--- config.mk ---
export PLATFORM = sky130hd
export DESIGN_NAME = axi3_rd_arbiter
export DESIGN_NICKNAME = d
export VERILOG_FILES = /design/src/rtl/axi3_rd_arbiter.sv
export SDC_FILE = /design/constraint.sdc
export NUM_CORES = 1
export LEC_CHECK = 0
export BUFFER_PORTS_ARGS = -buffer_cell sky130_fd_sc_hd__buf_4
export CAP_MARGIN = 20
export CORE_AREA = 2 2 100 102
export DETAILED_ROUTE_END_ITERATION = 10
export DIE_AREA = 0 0 102 104
export GPL_TIMING_DRIVEN = 0
export RECOVER_POWER = 50
export SLEW_MARGIN = 30
export SYNTH_ARGS = -nofsm -noshare
export SYNTH_HDL_FRONTEND = slang
export SYNTH_SLANG_ARGS = --single-unit
--- constraint.sdc ---
create_clock -name clk -period 2.8 [get_ports clk]
set_input_delay 0.56 -clock clk [delete_from_list [all_inputs] [get_ports clk]]
set_output_delay 0.56 -clock clk [all_outputs]
set_load 0.02 [all_outputs]
--- src/rtl/axi3_rd_arbiter.sv ---
// axi3_rd_arbiter: round-robin AR arbitration of N_REQ AXI3 read requesters onto one bus port,
// with R beats routed back combinationally by RID; one outstanding burst per requester.
module axi3_rd_arbiter #(
    parameter int N_REQ      = 3,
    parameter int ID_WIDTH   = 4,
    parameter int ADDR_WIDTH = 32,
    parameter int DATA_WIDTH = 32
) (
    input  logic                        clk,
    input  logic                        rst,
    input  logic [N_REQ*ADDR_WIDTH-1:0] s_araddr,
    input  logic [N_REQ*4-1:0]          s_arlen,
    input  logic [N_REQ*3-1:0]          s_arsize,
    input  logic [N_REQ*2-1:0]          s_arburst,
    input  logic [N_REQ-1:0]            s_arvalid,
    output logic [N_REQ-1:0]            s_arready,
    output logic [DATA_WIDTH-1:0]       s_rdata,
    output logic [1:0]                  s_rresp,
    output logic                        s_rlast,
    output logic [N_REQ-1:0]            s_rvalid,
    input  logic [N_REQ-1:0]            s_rready,
    output logic [ID_WIDTH-1:0]         m_arid,
    output logic [ADDR_WIDTH-1:0]       m_araddr,
    output logic [3:0]                  m_arlen,
    output logic [2:0]                  m_arsize,
    output logic [1:0]                  m_arburst,
    output logic                        m_arvalid,
    input  logic                        m_arready,
    input  logic [ID_WIDTH-1:0]         m_rid,
    input  logic [DATA_WIDTH-1:0]       m_rdata,
    input  logic [1:0]                  m_rresp,
    input  logic                        m_rlast,
    input  logic                        m_rvalid,
    output logic                        m_rready,
    output logic                        err_bad_rid
);
    localparam int GW = (N_REQ > 1) ? $clog2(N_REQ) : 1;
    typedef enum logic {ARB_IDLE, ARB_LOCK} arb_state_t;
    arb_state_t       r_state, w_state_nxt;
    logic [GW-1:0]    r_grant, w_grant_nxt, r_rr_ptr, w_rr_ptr_nxt, w_idx;
    logic [N_REQ-1:0] r_outstanding, w_elig, w_gnt_oh, w_ar_set, w_r_clr, w_rid_hit;
    logic             w_lock, w_ar_hs, w_rid_own, r_err;

    assign w_lock   = (r_state == ARB_LOCK);
    assign w_elig   = s_arvalid & ~r_outstanding;
    assign w_gnt_oh = N_REQ'(1) << r_grant;
    assign w_ar_hs  = m_arvalid & m_arready;
    assign w_ar_set = w_ar_hs ? w_gnt_oh : '0;

    always_comb begin
        w_state_nxt  = r_state;
        w_grant_nxt  = r_grant;
        w_rr_ptr_nxt = r_rr_ptr;
        w_idx        = '0;
        if (!w_lock) begin
            // scanned from the far end so the surviving hit is the nearest one at or after rr_ptr
            for (int k = N_REQ - 1; k >= 0; k--) begin
                w_idx = GW'((int'(r_rr_ptr) + k) % N_REQ);
                if (w_elig[w_idx]) begin
                    w_grant_nxt = w_idx;
                    w_state_nxt = ARB_LOCK;
                end
            end
        end else if (w_ar_hs) begin
            w_rr_ptr_nxt = (int'(r_grant) == N_REQ - 1) ? '0 : r_grant + 1'b1;
            w_state_nxt  = ARB_IDLE;
        end
    end

    always_ff @(posedge clk or posedge rst) begin
        if (rst) begin
            r_state       <= ARB_IDLE;
            r_grant       <= '0;
            r_rr_ptr      <= '0;
            r_outstanding <= '0;
            r_err         <= 1'b0;
        end else begin
            r_state       <= w_state_nxt;
            r_grant       <= w_grant_nxt;
            r_rr_ptr      <= w_rr_ptr_nxt;
            r_outstanding <= (r_outstanding | w_ar_set) & ~w_r_clr;
            r_err         <= r_err | (m_rvalid & ~w_rid_own);
        end
    end

    assign m_arid    = ID_WIDTH'(r_grant);
    assign m_araddr  = s_araddr[int'(r_grant)*ADDR_WIDTH +: ADDR_WIDTH];
    assign m_arlen   = s_arlen[int'(r_grant)*4 +: 4];
    assign m_arsize  = s_arsize[int'(r_grant)*3 +: 3];
    assign m_arburst = s_arburst[int'(r_grant)*2 +: 2];
    assign m_arvalid = w_lock & s_arvalid[r_grant];
    assign s_arready = (w_lock & m_arready) ? w_gnt_oh : '0;

    genvar i;
    generate
        for (i = 0; i < N_REQ; i++) begin : g_rid
            assign w_rid_hit[i] = r_outstanding[i] & (m_rid == ID_WIDTH'(i));
        end
    endgenerate

    // unowned beats are swallowed so a stray RID can never stall the bus
    assign w_rid_own   = |w_rid_hit;
    assign m_rready    = w_rid_own ? |(w_rid_hit & s_rready) : m_rvalid;
    assign s_rvalid    = m_rvalid ? w_rid_hit : '0;
    assign w_r_clr     = (m_rvalid & m_rready & m_rlast) ? w_rid_hit : '0;
    assign s_rdata     = m_rdata;
    assign s_rresp     = m_rresp;
    assign s_rlast     = m_rlast;
    assign err_bad_rid = r_err;
endmodule

# Word level (Yosys, flattened, before mapping)
# Cells that the tools add are included.
# Widths: inputs -> output; s select.
# totals
ff_bits	9
latch_bits	0
ramBits	0
rom_bits	0
inputBits	172
output_inout_bits	89
wordCells	70
n_memories	0
# classes
addsub	3
n_mul	1
div_mod_pow	3
order_cmp	4
n_eq_ne	3
shift	5
mux	22
n_bitwise	18
n_reduce_logical	6
# op_table
cell	count
$shiftx 96x8->32	1
$mod 32x3->32 const B	2
$mod 3x3->32 const B	1
$lt 2x3->1 const B	4
$mux 3	4
$shiftx 12x5->4	1
$mux 1	10
$and 1x1->1	9
$and 3x3->3	3
$shiftx 9x5->3	1
$bmux 1 s2	4
$mux 2	4
$not 3->3	2
$reduce_or 3->1	2
$shiftx 6x4->2	1
$eq 4x1->1 const B	1
$eq 4x2->1 const B	1
$logic_not 4->1	1
$mul 2x2->4 const B	1
$reduce_and 2->1	2
$add 2x1->3 const B	1
$add 2x2->3 const B	1
$or 3x3->3	1
$reduce_bool 3->1	1
other kinds (5)	6

# Logic depth before layout (Yosys ltp)
# depth
word_depth	10
ltp_mapped	8
mapped_depth_nobuf	7

# Worst setup path after synthesis
# OpenSTA, ideal clock, no wires.
# synth_timing
kind	reg-to-output
startpoint	register r_grant[0]
endpoint	output port m_araddr[0]
t_arrival_ps	1524
required_time_ps	2240
slack_ps	716
stages_incl_launch_ff	5
n_path_buf	2
cell_sequence	dfrtp_1 buf_2 buf_2 mux2i_1 o21ai_0
# synth_between
elab_chain_len	1
# synth_rtl
item	line_no	rtl
from (decl)	40	logic [GW-1:0] r_grant, w_grant_nxt, r_rr_ptr, w_rr_ptr_nxt, w_idx;
from (signal assigned)	79	r_grant <= w_grant_nxt;
$shiftx 96x8->32	87	assign m_araddr = s_araddr[int'(r_grant)*ADDR_WIDTH +: ADDR_WIDTH];
to (decl)	23	output logic [ADDR_WIDTH-1:0] m_araddr,
# No other way between the ends.

# Worst setup path in the final report
# layout_timing
startpoint	register r_grant[0]
endpoint	output port m_araddr[24]
# Same word-level chain as after synthesis.

==> impl_metrics.ini <==
[layout]
final_area_mm2 = 0.00356
multi_input_area_mm2 = 0.00121
nets = 656
layout_commonest_cell = buf_4
fillers = 1060
final_cells = 614
syn_to_final_growth_pct = 97.1
layout_common_cells = buf_4 (221), clkbuf_1 (46), nand2_1 (45)
drive_above_1_share = 0.503
register_area_um2 = 225
antenna_cells = 0

[drt]
vias_per_cell = 4.25
drc = 0
drt-wirelength-per-cell_um = 14.6
wl_mm = 8.99
first_pass_iters = 4
drt_iter0_markers = 78
antenna_left = 0
vias = 2610

[clock_network]
htree_num_levels = 1
clk_latency_ns = 0.24
clkTransAtPathRegs_ns = 0.05
cts_tree = done
clkSinkCount = 9
cts_buffer_depth = 2
clock-root-buffer = clkbuf_8
cts_buffers = 3
post_cts_buffers = 0
holdBufCountCts = 0

[power_and_ir_drop]
p_sw_uw = 1430
power_density_mw_per_mm2 = 763
p_leak_uw = 0.00178
vdd_ir_drop_max_mv = 0.409
p_int_uw = 1290
power.share.clock = 0.058
sequentialPowerShare = 0.088
comb_power_share = 0.854
p_sw_frac = 0.526

[place]
place_congestion = 0.812
dp_hpwl_mm = 7.65
post-place-cells = 610
post_dp_cell_area_mm2 = 0.00366
portBuffers = 224

[worst_setup_path]
worstPathArrival_ns = 2.05
cp_slowest_stage_delay_ns = 0.38
path_max_fanout = 10
cp-end-kind = primary output
critPathLaunch = r_grant[0]$_DFFE_PP0P_
timing.rr.end = r_grant[1]$_DFFE_PP0P_
r2r_start = r_rr_ptr[0]$_DFFE_PP0P_
crit_path_start_kind = flip-flop
cp_cell_sequence = buf_2 > nor2b_1 > clkbuf_1 > clkbuf_1 > nand2_1 > o21ai_0 > buf_4
worstSetupPathDepth = 7
ff2ff_setup_slack_ns = 0.87
required_ns = 2.24
critPathBufInv = 4
critPathKind = reg2out
crit_path_frequent_cell = clkbuf_1
worst-r2r-cell-count = 7
critPathTopFamily = buffers and inverters
crit_end = m_araddr[24]
slowest_stage = clkbuf_1

[floorplanning]
fp.dieH_um = 104
die_area_mm2 = 0.0106
initial_core_util = 0.189
core-area_mm2 = 0.00955
io_pins = 261
core.rowCount = 36
die_width_um = 102

[sta]
drv_slew = 0
rsz0062_at_grt = false
period_share = 0.934
clock_skew_ns = 0.00493
period_needed_ns = 2.61
hold_viol = 0
tns_ns = 0
setup_viol = 0
fmax_ghz = 0.383

[flow_run]
drv_cap = 0

[global_route]
grt_usage = 0.156
grt_pass1_wl_mm = 13.2
grt_antenna_before_repair = 2
grt_pass1_vias = 2658
grt_overflow = 0
grt_max_degree = 11

[yosys]
synth.distinct_cells = 41
synth_seq_cells = 9
ys_seq_area_frac = 0.125
synth_top_cell_area_share = 0.244
synth_warnings = 0
synth_area_mm2 = 0.00181
synth.avg_cell_area_um2 = 7.17
yosysTopAreaCell = mux2i_1
syn_inst = 252
synth_area_leaders = mux2i_1 (24%), buf_4 (15%), dfrtp_1 (12%), o21ai_0 (12%), nand2_1 (9.3%)

[status]
outcome = complete, no violations

[worst_hold_path]
hold_class = in2async
[metal layers]
layer  vias up  global-route usage  wire [µm]
met3        10              0.0302        813
met1      1158               0.182       3580
met4         4              0.0305         73
met2       138               0.289       4490
li1       1300                   -          -
met5         -                   0         30
[registers in the layout (all words and copies together) (netlist names)]
| name | flops |
|---|---|
| r_rr_ptr | 2 |
| r_grant | 2 |
| r_state | 1 |
| r_outstanding | 3 |
| err_bad_rid | 1 |
[cell families (layout without fill, tap and decap cells)]
family	count (synthesis)	in the layout	share of synthesized area
AO/OA/AOI/OAI	66	66	0.213
buffers and inverters	59	287	0.208
adder cells (fa/ha/maj)	3	3	0.0194
AND/OR/NAND/NOR	69	69	0.181
other	1	2	0.00208
multiplexers	45	45	0.252
flip-flops	9	9	0.125
[Yosys cell counts]
cell type,count
a21oi_2,1
a21boi_1,1
nand3_1,2
o22ai_1,1
buf_2,5
and3_1,1
a221oi_1,1
a41oi_1,1
or3_4,1
or2b_1,1
nor2_1,6
a32o_1,1
clkbuf_2,1
or3_1,1
a21oi_1,5
ha_1,2
nor3_1,3
buf_4,37
maj3_1,1
a22o_1,3
nand2b_4,2
a211o_2,1
mux2_4,1
o2111a_1,1
buf_6,1
mux2i_1,44
a31oi_1,1
nor2b_1,3
o21ai_1,1
o21ai_0,44
a21o_1,2
dfrtp_1,9
o21a_1,1
clkbuf_1,9
o2111ai_1,1
conb_1,1
inv_1,6
and2_1,2
and4_2,1
and4b_1,1
nand2_1,45
[layout make-up]
cell class / count / area share
flip-flops and latches: 9 / 0.0632
repair buffers: 224 / 0.431
multi-input cells: 185 / 0.340
inverters: 6 / 0.00632
clock buffers: 4 / 0.0126
well taps: 133 / 0.0467
plain buffers: 53 / 0.100
[worst min-delay path by stage]
stage	end	cells after the start
final	r_rr_ptr[1]$_DFFE_PP0P_	2
after global routing	r_grant[0]$_DFFE_PP0P_	2
after CTS	r_rr_ptr[1]$_DFFE_PP0P_	2
after detailed placement	err_bad_rid$_DFF_PP0_	1
after global placement	err_bad_rid$_DFF_PP0_	1
after floorplan	err_bad_rid$_DFF_PP0_	1
[worst reg2reg max path, cell delays in order (launching register included)]
cell and delay (ns):
dfrtp_1 0.38, inv_1 0.06, ha_1 0.19, clkbuf_2 0.16, o2111ai_1 0.22, o21ai_1 0.12, or3_4 0.39, mux2_4 0.30
[power groups by stage]
stage	combinational (µW)	clock [µW]	sequential, µW
2_1_floorplan	1420	0	237
3_3_place_gp	2360	0	238
3_5_place_dp	2380	0	240
4_1_cts	2390	158	239
5_1_grt	2530	167	251
6_report	2320	156	239
[metrics by stage]
step / setup WS [ns] / utilization / power (µW) / hold WS [ns]
finish: 0.186 / 0.373 / 2720 / 0.294
global route: 0.0156 / 0.373 / 2950 / 0.333
CTS: 0.0593 / 0.388 / 2790 / 0.312
detailed placement: 0.335 / 0.383 / 2620 / 0.457
global placement: 0.297 / 0.383 / 2600 / 0.462
floorplan: 0.716 / - / 1660 / 0.388
[repair_timing]
action | 4_1_cts | 5_1_grt
endpoints found under the hold margin | 0 | 0
gates resized for setup | 0 | 6
endpoints found under the setup margin | 0 | 24
Note: power is estimated with default switching activity, not from simulation.
